--- src/rtl/alu_fpga_ctrl_pkg.sv ---
// ---------------------------------------------------------------------------
// alu_fpga_ctrl_pkg
// Purpose : shared types and helpers for the ALU board harness: the ALU
//           opcode enum, the operand width, seven-segment constants and the
//           active-low hex font used by every board display.
// Ports   : none (package).
// ---------------------------------------------------------------------------
package alu_fpga_ctrl_pkg;

   localparam int DATA_W = 32;

   typedef enum logic [3:0] {
      ALU_ADD = 4'd0,
      ALU_SUB = 4'd1,
      ALU_AND = 4'd2,
      ALU_OR  = 4'd3,
      ALU_XOR = 4'd4,
      ALU_SLL = 4'd5,
      ALU_SRL = 4'd6,
      ALU_SRA = 4'd7
   } aluop_t;

   // Segments are active-low, bit order {g,f,e,d,c,b,a}.
   localparam logic [6:0] SEG_BLANK = 7'h7F;
   localparam logic [6:0] SEG_DASH  = 7'b0111111;

   function automatic logic [6:0] hex_to_seg(input logic [3:0] nib);
      logic [6:0] seg;
      case (nib)
         4'h0:    seg = 7'h40;
         4'h1:    seg = 7'h79;
         4'h2:    seg = 7'h24;
         4'h3:    seg = 7'h30;
         4'h4:    seg = 7'h19;
         4'h5:    seg = 7'h12;
         4'h6:    seg = 7'h02;
         4'h7:    seg = 7'h78;
         4'h8:    seg = 7'h00;
         4'h9:    seg = 7'h10;
         4'hA:    seg = 7'h08;
         4'hB:    seg = 7'h03;
         4'hC:    seg = 7'h46;
         4'hD:    seg = 7'h21;
         4'hE:    seg = 7'h06;
         default: seg = 7'h0E;
      endcase
      return seg;
   endfunction

endpackage

--- src/rtl/alu_fpga_ctrl_if.sv ---
// ---------------------------------------------------------------------------
// alu_fpga_ctrl_if
// Purpose : board-side pins of the ALU harness.
// Signals : KEY  [3:0]        raw active-low buttons (board -> harness)
//           SW   [17:0]       slide switches        (board -> harness)
//           HEX  [NDIGITS*7]  active-low segments   (harness -> board)
//           LEDR [17:0]       status LEDs           (harness -> board)
// ---------------------------------------------------------------------------
interface alu_fpga_ctrl_if #(parameter int NDIGITS = 8);
   logic [3:0]           KEY;
   logic [17:0]          SW;
   logic [NDIGITS*7-1:0] HEX;
   logic [17:0]          LEDR;

   modport master (output KEY, SW, input HEX, LEDR);
   modport slave  (input KEY, SW, output HEX, LEDR);
endinterface

--- src/rtl/alu_if.sv ---
// ---------------------------------------------------------------------------
// alu_if
// Purpose : connection bundle for the shared combinational ALU.
// Signals : a, b (operands), op (aluop_t) from the master;
//           o (result), n/v/z (negative, signed overflow, zero) from the ALU.
// ---------------------------------------------------------------------------
interface alu_if;
   import alu_fpga_ctrl_pkg::*;

   logic signed [DATA_W-1:0] a;
   logic signed [DATA_W-1:0] b;
   aluop_t                   op;
   logic signed [DATA_W-1:0] o;
   logic                     n;
   logic                     v;
   logic                     z;

   modport master (output a, b, op, input o, n, v, z);
   modport slave  (input a, b, op, output o, n, v, z);
endinterface

--- src/rtl/alu_fpga_ctrl_alu.sv ---
// ---------------------------------------------------------------------------
// alu
// Purpose : shared combinational 32-bit ALU. Opcodes outside aluop_t return
//           zero with V cleared.
// Ports   : bus (alu_if.slave) - a, b, op in; o, n, v, z out.
// ---------------------------------------------------------------------------
module alu
   import alu_fpga_ctrl_pkg::*;
(
   alu_if.slave bus
);

   logic signed [DATA_W-1:0] sum;
   logic signed [DATA_W-1:0] dif;
   logic        [DATA_W-1:0] a_u;
   logic        [4:0]        sh;

   assign sum = bus.a + bus.b;
   assign dif = bus.a - bus.b;
   assign a_u = bus.a;
   assign sh  = bus.b[4:0];

   always_comb begin
      bus.o = '0;
      bus.v = 1'b0;
      case (bus.op)
         ALU_ADD: begin
            bus.o = sum;
            bus.v = (bus.a[DATA_W-1] == bus.b[DATA_W-1]) && (sum[DATA_W-1] != bus.a[DATA_W-1]);
         end
         ALU_SUB: begin
            bus.o = dif;
            bus.v = (bus.a[DATA_W-1] != bus.b[DATA_W-1]) && (dif[DATA_W-1] != bus.a[DATA_W-1]);
         end
         ALU_AND: bus.o = bus.a & bus.b;
         ALU_OR:  bus.o = bus.a | bus.b;
         ALU_XOR: bus.o = bus.a ^ bus.b;
         ALU_SLL: bus.o = bus.a << sh;
         ALU_SRL: bus.o = a_u >> sh;
         ALU_SRA: bus.o = bus.a >>> sh;
         default: bus.o = '0;
      endcase
   end

   assign bus.n = bus.o[DATA_W-1];
   assign bus.z = (bus.o == '0);

endmodule

--- src/rtl/alu_fpga_ctrl_key_debounce.sv ---
// ---------------------------------------------------------------------------
// key_debounce
// Purpose : one active-low push button: 2-flop synchroniser, stability
//           counter and a single-cycle press pulse on an accepted 1->0.
// Ports   : CLK, nRST (async active-low), raw (button pin),
//           press (1-cycle pulse per accepted press).
// After reset the key must first be seen released for DB_COUNT samples
// (armed) before a press can pulse, so a key held through reset is ignored.
// ---------------------------------------------------------------------------
module key_debounce #(
   parameter int DB_COUNT = 50000
) (
   input  logic CLK,
   input  logic nRST,
   input  logic raw,
   output logic press
);

   localparam int              CNT_W   = (DB_COUNT > 1) ? $clog2(DB_COUNT) : 1;
   localparam logic [CNT_W-1:0] CNT_MAX = CNT_W'(DB_COUNT - 1);

   logic             sync_p0;
   logic             sync_p1;
   logic             prev_p2;
   logic [CNT_W-1:0] cnt;
   logic             level;
   logic             armed;
   logic             stable;

   assign stable = (sync_p1 == prev_p2) && (cnt == CNT_MAX);

   always_ff @(posedge CLK or negedge nRST) begin
      if (!nRST) begin
         sync_p0 <= 1'b1;
         sync_p1 <= 1'b1;
         prev_p2 <= 1'b1;
         cnt     <= '0;
         level   <= 1'b1;
         armed   <= 1'b0;
         press   <= 1'b0;
      end else begin
         // p0/p1: synchroniser; p2: previous synced sample for change detect
         sync_p0 <= raw;
         sync_p1 <= sync_p0;
         prev_p2 <= sync_p1;
         press   <= 1'b0;
         if (sync_p1 != prev_p2) begin
            cnt <= '0;
         end else if (cnt != CNT_MAX) begin
            cnt <= cnt + 1'b1;
         end
         if (stable) begin
            if (sync_p1 != level) begin
               level <= sync_p1;
               press <= ~sync_p1 & armed;
            end
            if (sync_p1) begin
               armed <= 1'b1;
            end
         end
      end
   end

endmodule

--- src/rtl/alu_fpga_ctrl.sv ---
// ---------------------------------------------------------------------------
// alu_fpga_ctrl
// Purpose : board harness around the shared ALU. Debounced keys load
//           operands A/B from the switches, execute SW[3:0] on the ALU
//           (optionally accumulating into A), keep a result history and
//           show a selectable view on a seven-segment display.
// Ports   : CLK   system clock
//           nRST  async active-low reset
//           brd   board pins (alu_fpga_ctrl_if.slave):
//                 KEY[0] load A, KEY[1] load B, KEY[2] execute, KEY[3] next view
//                 SW[15:0] data, SW[16] sign, SW[3:0] opcode, SW[17] accumulate
//                 HEX digit i = nibble i of view (views: A, B, R, hist[0..])
//                 LEDR[2:0] {N,V,Z}, LEDR[7:4] view, LEDR[17] SW[17]
// ---------------------------------------------------------------------------
module alu_fpga_ctrl
   import alu_fpga_ctrl_pkg::*;
#(
   parameter int NDIGITS    = 8,
   parameter int DB_COUNT   = 50000,
   parameter int HIST_DEPTH = 4
) (
   input  logic            CLK,
   input  logic            nRST,
   alu_fpga_ctrl_if.slave  brd
);

   localparam int               NVIEWS    = 3 + HIST_DEPTH;
   localparam int               VIEW_W    = $clog2(NVIEWS);
   localparam int               CNT_W     = $clog2(HIST_DEPTH + 1);
   localparam logic [VIEW_W-1:0] VIEW_LAST = VIEW_W'(NVIEWS - 1);

   function automatic logic [CNT_W-1:0] sat_inc(input logic [CNT_W-1:0] c);
      return (c == CNT_W'(HIST_DEPTH)) ? c : c + 1'b1;
   endfunction

   logic [17:0]              sw_p0;
   logic [17:0]              sw_p1;
   logic [3:0]               key_press;
   logic signed [DATA_W-1:0] ext;
   logic signed [DATA_W-1:0] a_q;
   logic signed [DATA_W-1:0] b_q;
   logic signed [DATA_W-1:0] r_q;
   logic [2:0]               flg_q;
   logic signed [DATA_W-1:0] hist_q [HIST_DEPTH];
   logic [CNT_W-1:0]         cnt_q;
   logic [VIEW_W-1:0]        view_q;
   logic signed [DATA_W-1:0] view_val;
   logic                     view_empty;
   logic [NDIGITS*7-1:0]     hex_next;
   logic [NDIGITS*7-1:0]     hex_q;
   logic [3:0]               view_led;

   alu_if alu_bus ();
   alu u_alu (.bus(alu_bus));

   for (genvar k = 0; k < 4; k++) begin : g_key
      key_debounce #(.DB_COUNT(DB_COUNT)) u_db (
         .CLK  (CLK),
         .nRST (nRST),
         .raw  (brd.KEY[k]),
         .press(key_press[k])
      );
   end

   assign ext        = {{16{sw_p1[16]}}, sw_p1[15:0]};
   assign alu_bus.a  = a_q;
   assign alu_bus.b  = b_q;
   assign alu_bus.op = aluop_t'(sw_p1[3:0]);

   always_ff @(posedge CLK or negedge nRST) begin
      if (!nRST) begin
         sw_p0 <= '0;
         sw_p1 <= '0;
      end else begin
         // p0/p1: switch synchroniser
         sw_p0 <= brd.SW;
         sw_p1 <= sw_p0;
      end
   end

   always_ff @(posedge CLK or negedge nRST) begin
      if (!nRST) begin
         a_q    <= '0;
         b_q    <= '0;
         r_q    <= '0;
         flg_q  <= '0;
         cnt_q  <= '0;
         view_q <= '0;
         for (int k = 0; k < HIST_DEPTH; k++) begin
            hist_q[k] <= '0;
         end
      end else begin
         if (key_press[0]) begin
            a_q <= ext;
         end
         if (key_press[1]) begin
            b_q <= ext;
         end
         if (key_press[3]) begin
            view_q <= (view_q == VIEW_LAST) ? '0 : view_q + 1'b1;
         end
         if (key_press[2]) begin
            r_q       <= alu_bus.o;
            flg_q     <= {alu_bus.n, alu_bus.v, alu_bus.z};
            hist_q[0] <= alu_bus.o;
            for (int k = 1; k < HIST_DEPTH; k++) begin
               hist_q[k] <= hist_q[k-1];
            end
            cnt_q <= sat_inc(cnt_q);
            // Accumulate wins over a same-cycle KEY0 load of A.
            if (sw_p1[17]) begin
               a_q <= alu_bus.o;
            end
         end
      end
   end

   always_comb begin
      view_val   = a_q;
      view_empty = 1'b0;
      if (view_q == VIEW_W'(1)) begin
         view_val = b_q;
      end else if (view_q == VIEW_W'(2)) begin
         view_val = r_q;
      end
      for (int k = 0; k < HIST_DEPTH; k++) begin
         if (view_q == VIEW_W'(3 + k)) begin
            view_val   = hist_q[k];
            view_empty = (CNT_W'(k) >= cnt_q);
         end
      end
   end

   always_comb begin
      hex_next = '0;
      for (int i = 0; i < NDIGITS; i++) begin
         if (i >= 8) begin
            hex_next[i*7 +: 7] = SEG_BLANK;
         end else if (view_empty) begin
            hex_next[i*7 +: 7] = SEG_DASH;
         end else begin
            hex_next[i*7 +: 7] = hex_to_seg(view_val[(i % 8)*4 +: 4]);
         end
      end
   end

   always_ff @(posedge CLK or negedge nRST) begin
      if (!nRST) begin
         hex_q <= {NDIGITS{SEG_BLANK}};
      end else begin
         // display register: one cycle behind the view/value it shows
         hex_q <= hex_next;
      end
   end

   assign view_led = 4'(view_q);
   assign brd.HEX  = hex_q;
   assign brd.LEDR = {sw_p1[17], 9'b0, view_led, 1'b0, flg_q};

endmodule

--- src/flat_wrapper.sv ---
// flat-port wrapper written by rule: the top's interface ports become plain ports
module alu_fpga_ctrl_flat import alu_fpga_ctrl_pkg::*;
#(
   parameter int NDIGITS    = 8,
   parameter int DB_COUNT   = 50000,
   parameter int HIST_DEPTH = 4
)
  (CLK, nRST, brd_KEY, brd_SW, brd_HEX, brd_LEDR);
  alu_fpga_ctrl_if #(.NDIGITS(NDIGITS)) brd_i ();
  input  logic CLK;
  input  logic nRST;
  input wire logic [$bits(brd_i.KEY)-1:0] brd_KEY;
  input wire logic [$bits(brd_i.SW)-1:0] brd_SW;
  output wire logic [$bits(brd_i.HEX)-1:0] brd_HEX;
  output wire logic [$bits(brd_i.LEDR)-1:0] brd_LEDR;
  assign brd_i.KEY = brd_KEY;
  assign brd_i.SW = brd_SW;
  assign brd_HEX = brd_i.HEX;
  assign brd_LEDR = brd_i.LEDR;
  alu_fpga_ctrl #(.NDIGITS(NDIGITS), .DB_COUNT(DB_COUNT), .HIST_DEPTH(HIST_DEPTH)) u_core (.CLK(CLK), .nRST(nRST), .brd(brd_i));
endmodule
--- config.mk ---
export PLATFORM = sky130hd
export DESIGN_NAME = alu_fpga_ctrl_flat
export DESIGN_NICKNAME = d
export VERILOG_FILES = /design/src/rtl/alu_fpga_ctrl_pkg.sv /design/src/rtl/alu_fpga_ctrl_if.sv /design/src/rtl/alu_if.sv /design/src/rtl/alu_fpga_ctrl_alu.sv /design/src/rtl/alu_fpga_ctrl_key_debounce.sv /design/src/rtl/alu_fpga_ctrl.sv /design/src/flat_wrapper.sv
export SDC_FILE = /design/constraint.sdc
export NUM_CORES = 1
export LEC_CHECK = 0
export ABC_CLOCK_PERIOD_IN_PS = 13300
export CAP_MARGIN = 5
export CORE_MARGIN = 1.5
export CORE_UTILIZATION = 30
export DETAILED_ROUTE_END_ITERATION = 8
export GPL_ROUTABILITY_DRIVEN = 0
export PLACE_DENSITY = 0.44
export SYNTH_ARGS = -nofsm -noshare
export SYNTH_HDL_FRONTEND = slang
export SYNTH_SLANG_ARGS = --single-unit
--- constraint.sdc ---
create_clock -name CLK -period 13.3 [get_ports CLK]
set_input_delay 3.325 -clock CLK [delete_from_list [all_inputs] [get_ports CLK]]
set_output_delay 3.325 -clock CLK [all_outputs]
set_load 0.02 [all_outputs]
* Word level (Yosys, flattened, before mapping)
Memory sizes are Yosys's and may differ from the RTL's.
Cells that the tools add are included.
** Word-level totals
- Logic and storage cells :: 174
- Bits of input ports :: 24
- Memories :: 8
- Memory bits (read-only) :: 896
- Bits in registers :: 366
- Output and inout bits :: 74
** Memories
- (no name shown) :: depth 16, bits a word 7, rd ports 1, clocked after memory_dff 0, write ports 0, RTL line alu_fpga_ctrl_pkg.sv:29 : case (nib)
- (no name shown) :: depth 16, bits a word 7, rd ports 1, clocked after memory_dff 0, write ports 0, RTL line alu_fpga_ctrl_pkg.sv:29
- (no name shown) :: depth 16, bits a word 7, rd ports 1, clocked after memory_dff 0, write ports 0, RTL line alu_fpga_ctrl_pkg.sv:29
- (no name shown) :: depth 16, bits a word 7, rd ports 1, clocked after memory_dff 0, write ports 0, RTL line alu_fpga_ctrl_pkg.sv:29
- (no name shown) :: depth 16, bits a word 7, rd ports 1, clocked after memory_dff 0, write ports 0, RTL line alu_fpga_ctrl_pkg.sv:29
- (no name shown) :: depth 16, bits a word 7, rd ports 1, clocked after memory_dff 0, write ports 0, RTL line alu_fpga_ctrl_pkg.sv:29
- 2 more memories
** Operators by class
- Mux-type cells :: 40
- Equality and inequality tests :: 38
- $lt $le $gt $ge :: 4
- Bitwise gates (word level) :: 12
- Add/sub/neg operators :: 8
- Shift operators :: 3
- Reduce and logical (&&, ||, !) cells :: 21
** Operators with widths (number)
- 32-bit two-way mux :: 9
- 32-bit one-hot mux with 8 select lines :: 1
- 16-bit two-way mux :: 8
- 16-bit by 1-bit adder with 16-bit output, second input constant :: 4
- 16-bit == test, second input constant :: 4
- 16-bit != test, second input constant :: 4
- 7-bit two-way mux :: 8
- 32-bit by 17-bit adder with 32-bit output :: 1
- 32-bit by 17-bit bitwise AND with 32-bit output :: 1
- 32-bit zero test :: 1
- 32-bit by 17-bit bitwise OR with 32-bit output :: 1
- 32-bit by 5-bit << shifter with 32-bit output :: 1
- 32-bit by 5-bit right shift with 32-bit output :: 1
- 32-bit by 5-bit >>> shifter with 32-bit output :: 1
- 32-bit by 17-bit subtractor with 32-bit output :: 1
- 32-bit by 17-bit bitwise XOR with 32-bit output :: 1
- 2-bit AND reduction :: 9
- 4-bit by 3-bit == test with 1-bit output, second input constant :: 4
- 3-bit == test, second input constant :: 4
- 1-bit two-way mux :: 12
- 1-bit != test :: 11
- 4-bit by 2-bit == test with 1-bit output, second input constant :: 2
- 2-bit nonzero test :: 4
- 3-bit by 1-bit adder with 3-bit output, second input constant :: 2
- other kinds (12) :: 31

* Depth between registers and ports, before layout
An unclocked memory read counts as a cell.
- Depth after elaboration :: 9
- Gate-level depth with buffers :: 18
- Mapped depth without buffers :: 14

* Cells and area by module
From an unflattened synthesis, not the netlist that was laid out.
** Second synthesis, totals
- Cell total of the unflattened synthesis :: 3169
- Area, all modules :: 29062.9 µm²
** By module, submodules not included
- alu_fpga_ctrl :: area an instance 14551.5 µm², times used 1, seq. area each 7026.7 µm², cells each 1330
- alu :: area an instance 10102.2 µm², times used 1, seq. area each 0.0 µm², cells each 1427
- key_debounce :: area an instance 1102.3 µm², times used 4, seq. area each 555.5 µm², cells each 103

* Worst setup path before layout
No wires, ideal clock.
- Path kind :: reg2reg
- From :: register u_core.b_q[2] (netlist: u_core.alu_bus.b[2])
- To :: register u_core.flg_q[0]
- Data arrival time :: 4317 ps
- Clock period less this slack :: 4384 ps
- Buffers on the path :: 5
- Path slack :: 8916 ps
- Library setup time :: 66 ps
- Cell stages (with the launch flop) :: 18
- Data required time :: 13234 ps
- Cells stage by stage :: dfrtp_1 -> buf_4 -> inv_2 -> buf_1 -> buf_2 -> clkbuf_1 -> ha_1 -> buf_2 -> or4_1 -> a21oi_2 -> o311ai_1 -> and4_1 -> o311a_1 -> a221o_1 -> a21oi_1 -> nand4_1 -> nor4_1 -> a41o_1
** Between the ends
- Word-level cells in the longest chain between the ends :: 3
- Elaborated cells on any way between the ends :: 10
- Classes of those cells :: 2 x add/sub; 3 x shift; 1 x mux; 3 x bitwise; 1 x reduce/logical
** RTL lines
- start, declared :: RTL line alu_fpga_ctrl.sv:41 : logic signed [DATA_W-1:0] b_q;
- start signal, assigned :: RTL line alu_fpga_ctrl.sv:97 : b_q <= ext;
- 32-bit by 17-bit subtractor with 32-bit output (tied with other cells) :: RTL line alu_fpga_ctrl_alu.sv:19 : assign dif = bus.a - bus.b;
- 32-bit one-hot mux with 8 select lines * :: RTL line alu_fpga_ctrl_alu.sv:26 : case (bus.op)
- 32-bit zero test * :: RTL line alu_fpga_ctrl_alu.sv:46 : assign bus.z = (bus.o == '0);
- end signal, assigned :: RTL line alu_fpga_ctrl.sv:104 : flg_q <= {alu_bus.n, alu_bus.v, alu_bus.z};
- end, declared :: RTL line alu_fpga_ctrl.sv:43 : logic [2:0] flg_q;
Every way passes the cells marked *; elsewhere a longest branch is shown, timed or not.
A chain may end at the register's enable or synchronous reset.

* Worst setup path in the final report
Same ends and word-level chain as after synthesis.

==> impl_metrics.json <==
{
  "rsz0062_at_grt": "false",
  "post_cts_buffers": 0,
  "pre_cts_ws_ns": 7.30,
  "skew_ns": 0.0231,
  "cts_resized": 0,
  "grt_pass1_vias": 23925,
  "ant_nets": 0,
  "seqPwrFrac_pct": 47.5,
  "grt.total_usage_pct": 21.4,
  "syn_inst": 3017,
  "overflow": 0,
  "finalWirelength_mm": 98.4,
  "netSwitchingFraction_pct": 23.7,
  "cts_made_buffers": 45,
  "htree_levels": 2,
  "core_mm2": 0.0881,
  "cp_max_fo": 65,
  "cts_sinks": 365,
  "die_area_mm2": 0.0905,
  "drv_slew": 0,
  "finalCriticalPeriod_ns": 5.85,
  "synth_area_mm2": 0.0266,
  "endpoint_kind": "flip-flop",
  "synth_common_cells": "308 x nand2_1, 306 x nor2_1, 293 x dfrtp_1",
  "holdBufCountCts": 0,
  "crit_required_ns": 13.82,
  "hp-class": "reg -> reg",
  "fp-row-count": 109,
  "max_freq_mhz": 171,
  "peakVddDrop_uv": 103,
  "worstSetupPathType": "reg -> reg",
  "grt_pass1_wl_mm": 150,
  "wire_per_inst_um": 23.5,
  "routed_via_density": 5.78,
  "crit_path_start_kind": "flip-flop",
  "via_count": 24218,
  "clk_pin_slew_worst_paths_ns": 0.06,
  "synth_warnings": 0,
  "cts_tree": "yes",
  "p_int_mw": 1.83,
  "p_per_area_mw_per_mm2": 80.5,
  "place_area_mm2": 0.0283,
  "yosys.area.top_type": "dfrtp_1",
  "detail_route.first_pass.iterations": 7,
  "synth.most_common_cell": "nand2_1",
  "p_leak_nw": 12.4,
  "arrival_ns": 6.37,
  "fin_ws_ns": 7.45,
  "io_buffers": 86,
  "combPwrFrac_pct": 3.7,
  "netlist.area_leader.share_pct": 27.5,
  "cap_violations": 0,
  "synth_cell_types": 99,
  "async_flop_share_pct": 100,
  "fp.dieW_um": 301,
  "hpwl_mm": 71.3,
  "diodes": 0,
  "clock-root-buffer": "clkbuf_16",
  "nets": 3171,
  "max-clock-path-buffers": 3,
  "synth_edf_count": 0,
  "fin_crit_sh_pct": 44.0,
  "ys_ff_latch": 365,
  "hold_viol": 0,
  "synth-main-ff-cell": "dfrtp_1",
  "grt_antenna_before_repair": 1,
  "synthTopCellsByArea": "dfrtp_1 28%, ha_1 7.4%, dfstp_2 7.1%, mux2_2 6.4%, nand2_1 4.3%",
  "drt_first_iter_violations": 2716,
  "pin_count": 98,
  "multi_input_area_mm2": 0.0160,
  "seq_area_frac_synth_pct": 34.7,
  "timing.slew.headroom_pct": 18.9,
  "p_clk_share_pct": 48.8,
  "layout-drive-gt1-share_pct": 13.8,
  "syn_area_per_cell_um2": 8.82,
  "fill_cells": 9189,
  "die_h_um": 301,
  "setup_viol": 0,
  "initial_core_util_pct": 30.2,
  "worstMarginPinSlew_ns": 1.21,
  "syn_to_final_growth_pct": 11.8,
  "drc": 0,
  "grt_max_degree": 117,
  "status": "finished clean",
  "regArea_mm2": 0.00924,
  "worstSkewPairLatency_ns": 0.59,
  "finalSetupTns_ns": 0,
  "p_switching_mw": 0.568,
  "design_area_mm2": 0.0297
}
[through the flow]
stage	util, %	std cells	power (mW)	hold WS (ns)
finish	33.8	4188	2.40	0.346
global route	33.8	4188	2.50	0.352
CTS	33.8	4187	2.44	0.347
floorplan	-	3027	1.20	0.331
detailed placement	32.1	4105	1.25	0.335
global placement	32.1	4105	1.24	0.334
[power groups by stage]
stage               clock network [mW]  logic (mW)  registers (mW)
finish                            1.17      0.0877            1.14
global route                      1.26      0.0974            1.14
CTS                               1.21      0.0888            1.14
detailed placement                   0      0.0887            1.16
global placement                     0      0.0866            1.16
floorplan                            0      0.0415            1.15
[logic make-up (layout without fill, tap and decap cells)]
group                    after synthesis  after routing  synth area share, %
XOR/XNOR                              64             64                 2.11
AND/OR/NAND/NOR                      969            969                 16.9
buffers and inverters                338            334                 5.67
multiplexers                         263            263                 12.4
other                                  1             11               0.0141
AO/OA/AOI/OAI                        858            858                 20.8
flip-flops                           365            365                 34.7
adder cells (fa/ha/maj)              159            159                 7.53
[worst max-delay path: stages, from the launching register on]
cell	delay, ns
dfrtp_2	0.33
buf_4	0.56
inv_2	0.31
buf_4	0.36
ha_1	0.47
or4_1	0.67
a21oi_2	0.32
nor4_1	0.12
nor2_1	0.18
o221ai_1	0.13
a211oi_1	0.97
and3_1	0.35
nand4_1	0.28
nor4_1	0.46
a41o_1	0.22
[registers in the layout (all words and copies together), names as in the netlist]
| name | cells |
|---|---|
| u_core.g_key.u_db.cnt | 64 |
| u_core.g_key.u_db.armed | 4 |
| u_core.g_key.u_db.sync_p0 | 4 |
| u_core.view_q | 3 |
| u_core.sw_p0 | 18 |
| u_core.sw_p1 | 18 |
| u_core.r_q | 31 |
| u_core.g_key.u_db.press | 4 |
| u_core.a_q | 32 |
| u_core.alu_bus.b | 17 |
| u_core.flg_q | 3 |
| u_core.hist_q | 96 |
| u_core.g_key.u_db.level | 4 |
| u_core.cnt_q | 3 |
| u_core.g_key.u_db.sync_p1 | 4 |
| u_core.brd.HEX | 56 |
| u_core.g_key.u_db.prev_p2 | 4 |
[layout make-up]
cell class	count	share of cell area, %
Sequential cell	365	31.0
Timing Repair Buffer	134	4.12
Clock inverter	13	0.366
Tap cell	1165	4.90
Clock buffer	69	4.39
Inverter	118	1.49
Multi-Input combinational cell	2324	53.7
[worst paths after layout]
path                                         endpoint  slack [ns]                start  cells after the start
max                                   u_core.flg_q[0]        7.45  u_core.alu_bus.b[2]                     14
min                                  u_core.sw_p1[17]        0.35     u_core.sw_p0[17]                      0
max reg2reg                           u_core.flg_q[0]        7.45  u_core.alu_bus.b[2]                     14
min reg2reg                          u_core.sw_p1[17]        0.35     u_core.sw_p0[17]                      0
max in group asynchronous  u_core.g_key[2].u_db.press        8.11                 nRST                      3
min in group asynchronous           u_core.hist_q[25]        2.84                 nRST                      1
[metal layers]
layer | GRT usage [%] | up-vias | share of wire (%)
met4 | 9.39 | 0 | 4.8
met3 | 3.27 | 262 | 6.9
li1 | - | 10891 | -
met2 | 33.8 | 1041 | 45
met1 | 29.0 | 12024 | 43
met5 | 0 | - | 0
[placed cells by master, fill, tap and decap left out, types with 38 or more instances in the layout]
cell type and count:
a211oi_1 55, a21oi_1 223, buf_4 48, clkbuf_16 45
clkdlybuf4s50_1 85, dfrtp_1 288, dfstp_2 72, ha_1 157
inv_1 114, mux2_2 151, mux2i_1 76, nand2_1 307
nand3_1 84, nor2_1 305, nor3_1 46, o211ai_1 38
o21ai_0 213, o22ai_1 55, xor2_1 41
No activity file was read; power rests on OpenSTA's default activity.
